**src/rtl/ps2_frame_rx_pkg.sv**
```systemverilog
// Shared types and scan-code constants for the PS/2 frame receiver.
package ps2_pkg;

    typedef enum logic [1:0] {
        ST_IDLE   = 2'd0,
        ST_DATA   = 2'd1,
        ST_PARITY = 2'd2,
        ST_STOP   = 2'd3
    } ps2_state_e;

    localparam logic [7:0] PS2_EXTEND = 8'hE0;
    localparam logic [7:0] PS2_BREAK  = 8'hF0;
    localparam logic [7:0] PS2_BAT_OK = 8'hAA;

    // PS/2 uses odd parity: data bits plus parity bit carry an odd number of ones.
    function automatic logic odd_parity_ok(input logic [7:0] data, input logic par);
        return ^{data, par};
    endfunction

endpackage

```
**src/rtl/ps2_frame_rx_if.sv**
```systemverilog
// Decoded key event bus from the PS/2 frame receiver to its consumer.
interface ps2_frame_rx_if;
    logic [7:0] key_in;
    logic       is_extend;
    logic       is_break;
    logic       valid;
    logic       err;

    modport master (output key_in, is_extend, is_break, valid, err);
    modport slave  (input  key_in, is_extend, is_break, valid, err);
endinterface

```
**src/rtl/ps2_frame_rx_clk_filter.sv**
```systemverilog
// Two-flop synchronisers for the PS/2 lines plus a run-length filter on the
// clock that yields a clean level and a one-cycle fall strobe.
module ps2_clk_filter
    import ps2_pkg::*;
#(
    parameter int FILT_LEN = 8
) (
    input  logic clk,
    input  logic rst,
    input  logic ps2_clk,
    input  logic ps2_data,
    output logic clk_filt,
    output logic fall,
    output logic data_sync
);

    localparam int CW = $clog2(FILT_LEN + 1);

    logic [1:0]    clk_ff;
    logic [1:0]    data_ff;
    logic [CW-1:0] filt_cnt;

    assign data_sync = data_ff[1];

    always_ff @(posedge clk or negedge rst) begin
        if (!rst) begin
            clk_ff   <= 2'b11;
            data_ff  <= 2'b11;
            filt_cnt <= '0;
            clk_filt <= 1'b1;
            fall     <= 1'b0;
        end else begin
            clk_ff  <= {clk_ff[0], ps2_clk};
            data_ff <= {data_ff[0], ps2_data};
            fall    <= 1'b0;
            // Count samples that disagree with the filtered level; any agreeing
            // sample restarts the run so short glitches never flip the level.
            if (clk_ff[1] == clk_filt) begin
                filt_cnt <= '0;
            end else if (filt_cnt == CW'(FILT_LEN - 1)) begin
                clk_filt <= clk_ff[1];
                filt_cnt <= '0;
                fall     <= clk_filt;
            end else begin
                filt_cnt <= filt_cnt + 1'b1;
            end
        end
    end

endmodule

```
**src/rtl/ps2_frame_rx.sv**
```systemverilog
// PS/2 keyboard frame receiver with E0/F0 prefix folding.
// Optional parity enforcement: define PS2_RX_PARITY_CHECK_EN.
//
// state  | meaning
// IDLE   | waiting for a start bit (data 0 on a clock fall)
// DATA   | shifting in 8 data bits, LSB first
// PARITY | sampling the parity bit
// STOP   | sampling the stop bit and issuing the result
module ps2_frame_rx
    import ps2_pkg::*;
#(
    parameter int TIMEOUT_CYC = 100000,
    parameter int FILT_LEN    = 8
) (
    input  logic           clk,
    input  logic           rst,
    input  logic           ps2_clk,
    input  logic           ps2_data,
    ps2_frame_rx_if.master kb
);

    localparam logic [1:0] IDLE   = ST_IDLE;
    localparam logic [1:0] DATA   = ST_DATA;
    localparam logic [1:0] PARITY = ST_PARITY;
    localparam logic [1:0] STOP   = ST_STOP;

    localparam int            TW       = $clog2(TIMEOUT_CYC + 1);
    localparam logic [TW-1:0] TMO_LOAD = TW'(TIMEOUT_CYC - 1);

    logic          filt_lvl_unused;
    logic          fall;
    logic          data_sync;
    logic [1:0]    state;
    logic [3:0]    bit_cnt;
    logic [7:0]    shift;
    logic [TW-1:0] tmo_cnt;
    logic          ext;
    logic          brk;
    logic          frame_ok;
    logic [7:0]    key_r;
    logic          ext_r;
    logic          brk_r;
    logic          valid_r;
    logic          err_r;

    ps2_clk_filter #(
        .FILT_LEN (FILT_LEN)
    ) u_filt (
        .clk       (clk),
        .rst       (rst),
        .ps2_clk   (ps2_clk),
        .ps2_data  (ps2_data),
        .clk_filt  (filt_lvl_unused),
        .fall      (fall),
        .data_sync (data_sync)
    );

`ifdef PS2_RX_PARITY_CHECK_EN
    logic par_ok;

    always_ff @(posedge clk or negedge rst) begin
        if (!rst) begin
            par_ok <= 1'b0;
        end else if (fall && state == PARITY) begin
            par_ok <= odd_parity_ok(shift, data_sync);
        end
    end

    assign frame_ok = data_sync & par_ok;
`else
    // Parity bit is clocked through the PARITY state but never judged.
    assign frame_ok = data_sync;
`endif

    always_ff @(posedge clk or negedge rst) begin
        if (!rst) begin
            state   <= IDLE;
            bit_cnt <= '0;
            shift   <= '0;
            tmo_cnt <= '0;
            ext     <= 1'b0;
            brk     <= 1'b0;
            key_r   <= 8'h00;
            ext_r   <= 1'b0;
            brk_r   <= 1'b0;
            valid_r <= 1'b0;
            err_r   <= 1'b0;
        end else begin
            valid_r <= 1'b0;
            err_r   <= 1'b0;

            if (state == IDLE || fall) begin
                tmo_cnt <= TMO_LOAD;
            end else if (tmo_cnt != '0) begin
                tmo_cnt <= tmo_cnt - 1'b1;
            end

            if (fall) begin
                case (state)
                    IDLE: begin
                        if (!data_sync) begin
                            state   <= DATA;
                            bit_cnt <= '0;
                        end
                    end
                    DATA: begin
                        shift <= {data_sync, shift[7:1]};
                        if (bit_cnt == 4'd7) begin
                            state <= PARITY;
                        end else begin
                            bit_cnt <= bit_cnt + 1'b1;
                        end
                    end
                    PARITY: begin
                        state <= STOP;
                    end
                    default: begin
                        state <= IDLE;
                        if (!frame_ok) begin
                            err_r <= 1'b1;
                            ext   <= 1'b0;
                            brk   <= 1'b0;
                        end else if (shift == PS2_EXTEND) begin
                            ext <= 1'b1;
                        end else if (shift == PS2_BREAK) begin
                            brk <= 1'b1;
                        end else begin
                            key_r   <= shift;
                            ext_r   <= ext;
                            brk_r   <= brk;
                            valid_r <= 1'b1;
                            ext     <= 1'b0;
                            brk     <= 1'b0;
                        end
                    end
                endcase
            end else if (state != IDLE && tmo_cnt == '0) begin
                // Keyboard stopped clocking mid-frame: drop it and any pending prefix.
                state <= IDLE;
                err_r <= 1'b1;
                ext   <= 1'b0;
                brk   <= 1'b0;
            end
        end
    end

    assign kb.key_in    = key_r;
    assign kb.is_extend = ext_r;
    assign kb.is_break  = brk_r;
    assign kb.valid     = valid_r;
    assign kb.err       = err_r;

endmodule

```
**src/flat_wrapper.sv**
```systemverilog
// flat-port wrapper written by rule: the top's interface ports become plain ports
module ps2_frame_rx_flat import ps2_pkg::*;
#(
    parameter int TIMEOUT_CYC = 100000,
    parameter int FILT_LEN    = 8
)
  (clk, rst, ps2_clk, ps2_data, kb_key_in, kb_is_extend, kb_is_break, kb_valid, kb_err);
  ps2_frame_rx_if kb_i ();
  input  logic clk;
  input  logic rst;
  input  logic ps2_clk;
  input  logic ps2_data;
  output wire logic [$bits(kb_i.key_in)-1:0] kb_key_in;
  output wire logic [$bits(kb_i.is_extend)-1:0] kb_is_extend;
  output wire logic [$bits(kb_i.is_break)-1:0] kb_is_break;
  output wire logic [$bits(kb_i.valid)-1:0] kb_valid;
  output wire logic [$bits(kb_i.err)-1:0] kb_err;
  assign kb_key_in = kb_i.key_in;
  assign kb_is_extend = kb_i.is_extend;
  assign kb_is_break = kb_i.is_break;
  assign kb_valid = kb_i.valid;
  assign kb_err = kb_i.err;
  ps2_frame_rx #(.TIMEOUT_CYC(TIMEOUT_CYC), .FILT_LEN(FILT_LEN)) u_core (.clk(clk), .rst(rst), .ps2_clk(ps2_clk), .ps2_data(ps2_data), .kb(kb_i));
endmodule
```
**config.mk**
```make
export PLATFORM = sky130hd
export DESIGN_NAME = ps2_frame_rx_flat
export DESIGN_NICKNAME = d
export VERILOG_FILES = /design/src/rtl/ps2_frame_rx_pkg.sv /design/src/rtl/ps2_frame_rx_if.sv /design/src/rtl/ps2_frame_rx_clk_filter.sv /design/src/rtl/ps2_frame_rx.sv /design/src/flat_wrapper.sv
export SDC_FILE = /design/constraint.sdc
export NUM_CORES = 1
export LEC_CHECK = 0
export CORE_MARGIN = 5
export CORE_UTILIZATION = 60
export CTS_CLUSTER_DIAMETER = 150
export CTS_CLUSTER_SIZE = 16
export DETAILED_ROUTE_END_ITERATION = 6
export PLACE_DENSITY_LB_ADDON = 0.25
export RECOVER_POWER = 50
export SYNTH_ARGS = -nofsm -noshare
export SYNTH_HDL_FRONTEND = slang
export SYNTH_SLANG_ARGS = --single-unit
```
**constraint.sdc**
```tcl
create_clock -name clk -period 3.7 [get_ports clk]
set_clock_uncertainty 0.2 [all_clocks]
set_input_delay 0.37 -clock clk [delete_from_list [all_inputs] [get_ports clk]]
set_output_delay 0.37 -clock clk [all_outputs]
set_load 0.005 [all_outputs]
```
==> out/qor.csv <==
stage,metric,value,unit
logic_synthesis,synth_edf_count,0,
clock_tree,clockBufferDepth,2,
cells_and_area,layout_commonest_cell,dfrtp_1,
logic_synthesis,synth_cell_types,46,
floorplan,start_util,0.630,
global_routing,grt_pass1_vias,1818,
timing,final-setup-viol-count,0,
cells_and_area,syn_to_final_growth,11.7,%
critical_path,cp_max_fo,33,
timing,relSlewSlack,0.160,
global_routing,grt_util_all_layers,0.194,
power,power_density,364,nW/um^2
logic_synthesis,syn_avg_cell_area,11.3,um^2
timing,hold_viol_final,0,
floorplan,die_area,5670,um^2
cells_and_area,final_core_util,0.704,
placed_design,io_buffers,15,
logic_synthesis,syn_inst,227,
cells_and_area,drive_above_1_share,0.162,
timing,min_period,2.44,ns
clock_tree,clockRootBuffer,clkbuf_8,
cells_and_area,seqCellArea,1380,um^2
placed_design,gp_congestion,0.819,
timing,fin_setup_tns,0,ns
clock_tree,htree_levels,2,
logic_synthesis,ys_seq_area_frac,0.541,
routing,via_count,1818,
cells_and_area,finalInstanceArea,2860,um^2
logic_synthesis,ys.flop_type,dfrtp_1,
power,p_leak,1.21,nW
cells_and_area,fin_nets,257,
cells_and_area,diodes,0,
critical_path,start_kind,input port,
hold_path,hold_class,flop to flop,
clock_tree,cts_buffers,5,
critical_path,r2r_start,u_core.tmo_cnt[10],
cells_and_area,multiInputGateArea,1120,um^2
cells_and_area,layout_common_cells,"dfrtp_1, mux2_2, o21ai_0",
logic_synthesis,synth.cell_area,2560,um^2
clock_tree,path_clk_slew,0.10,ns
routing,drc_errors,0,
logic_synthesis,synth.net_count,238,
global_routing,grt_start_max_net_pins,34,
timing,drv_slew,0,
clock_tree,cts_tree,yes,
critical_path,crit_type,input port to asynchronous set/reset pin,
routing,dr.pass1.iters,4,
floorplan,dieHeight,75.3,um
clock_tree,cts_resized,0,
critical_path,crit_start,rst,
global_routing,antenna_found_initial,0,
logic_synthesis,synth_warnings,0,
routing,wl_per_cell,16.0,um
timing,clock.fmax,411,MHz
critical_path,end_kind,asynchronous set/reset pin,
floorplan,io_pins,16,
clock_tree,cts.sinks,55,
hold_path,holdCritStartpoint,u_core.u_filt.data_ff[0],
cells_and_area,fillCellCount,294,
floorplan,core_area,4060,um^2
outcome,status,completed,
power,ir_drop,0.372,mV
logic_synthesis,synth_seq_cells,55,
run,cap_viol_max_count,0,
logic_synthesis,async_flop_share,1.00,
routing,ant_nets,0,
routing,post_drt_via_cell_ratio,6.12,
placed_design,place_area,2750,um^2
clock_tree,clk_latency,0.31,ns
routing,drt_wl_total,4760,um
global_routing,grt-ovfl-total,0,
placed_design,hpwl,3400,um
critical_path,worstPathRequired,3.87,ns
floorplan,die_width,75.3,um
critical_path,cp.arrival,2.60,ns
timing,min_period_over_period,0.658,
floorplan,fp-row-count,23,
global_routing,grt_pass1_wl,8310,um
timing,holdWs,0.165,ns
timing,worst-slew-pin-transition,1.26,ns
routing,drtIter0Drc,76,
timing,rsz0062_at_grt,no,
## layer usage
metal  global-route usage  wire length, um  vias up
li1                     -                -      873
met5                    0                0        -
met3               0.0427              141        8
met2                0.327             2380       26
met4               0.0621               74        0
met1                0.252             2160      911
## Yosys cell counts (2+ instances only)
master    count  area [um^2]
dfrtp_1      50         1250
mux2_2       18          203
o21ai_0      15         75.1
nor2_1       14         52.6
nand2_1      13         48.8
a21oi_1      12         60.1
nand3_1       9         45.0
inv_1         8         30.0
ha_1          7         87.6
or3_1         6         37.5
a22o_1        5         43.8
dfstp_2       5          131
nor3_1        5         25.0
clkbuf_1      4         15.0
nand4_1       4         25.0
nor3b_1       4         30.0
nor4_1        4         25.0
o31ai_1       4         30.0
a31oi_1       3         18.8
or2_2         3         18.8
a21boi_0      2         15.0
a221oi_1      2         17.5
and4_1        2         17.5
buf_2         2         10.0
nand3b_1      2         15.0
nor2b_1       2         12.5
nor4_4        2         42.5
xnor2_1       2         17.5
## flip-flops by register name, indices dropped and copies added (netlist names), 2 cells and up
| name | count |
|---|---|
| u_core.bit_cnt | 4 |
| u_core.kb.key_in | 8 |
| u_core.shift | 8 |
| u_core.state | 2 |
| u_core.tmo_cnt | 17 |
| u_core.u_filt.clk_ff | 2 |
| u_core.u_filt.data_ff | 2 |
| u_core.u_filt.filt_cnt | 4 |
## area by class of cell
cell class | count | share of cell area
clock inverters | 3 | 0.00964
flip-flops and latches | 55 | 0.484
inverters | 8 | 0.0105
multi-input cells | 158 | 0.392
well taps | 50 | 0.0219
clock buffers | 5 | 0.0241
repair buffers | 18 | 0.0583
## critical path, stage by stage
cell	delay (ns)
dlygate4sd3_1	0.53
clkbuf_1	0.92
clkbuf_2	0.76
## per-stage QoR
stage	power [mW]	instances	setup slack [ns]
2_1_floorplan	0.685	227	1.59
4_1_cts	1.06	297	1.32
5_1_grt	1.09	297	0.853
6_report	1.04	297	1.26
3_5_place_dp	0.712	288	1.33
3_3_place_gp	0.707	288	1.42
## power breakdown
group	internal [mW]	total, mW	switching, mW
Clock	0.139	0.341	0.202
Combinational	0.0251	0.0563	0.0312
Sequential	0.626	0.642	0.0162
Total	0.790	1.04	0.249
## cells by family (layout without fill, tap and decap cells)
kind of cell | Yosys count | count (layout) | synth area share
buf+inv | 14 | 34 | 0.0215
compound gates | 51 | 51 | 0.129
fa+ha+maj | 7 | 7 | 0.0343
xor+xnor | 2 | 2 | 0.00685
simple gates | 79 | 79 | 0.184
flops | 55 | 55 | 0.541
mux | 19 | 19 | 0.0832
## what timing repair did
| item | 4_1_cts | 5_1_grt |
|---|---|---|
| hold endpoints to repair | 22 | 0 |
| hold buffers | 1 | 0 |
| buffers inserted | 0 | 0 |
## path summary, 6_finish.rpt
path | cells past startpoint | slack, ns | to
worst max-delay path | 3 | 1.26 | u_core.shift[5]
worst min-delay path | 0 | 0.16 | u_core.u_filt.data_ff[1]
worst max register to register | 4 | 1.34 | u_core.ext
worst min register to register | 0 | 0.16 | u_core.u_filt.data_ff[1]
max in group clk | 4 | 1.34 | u_core.ext
min in group asynchronous | 2 | 0.65 | u_core.tmo_cnt[11]
Power figures use the tool's default switching activity.
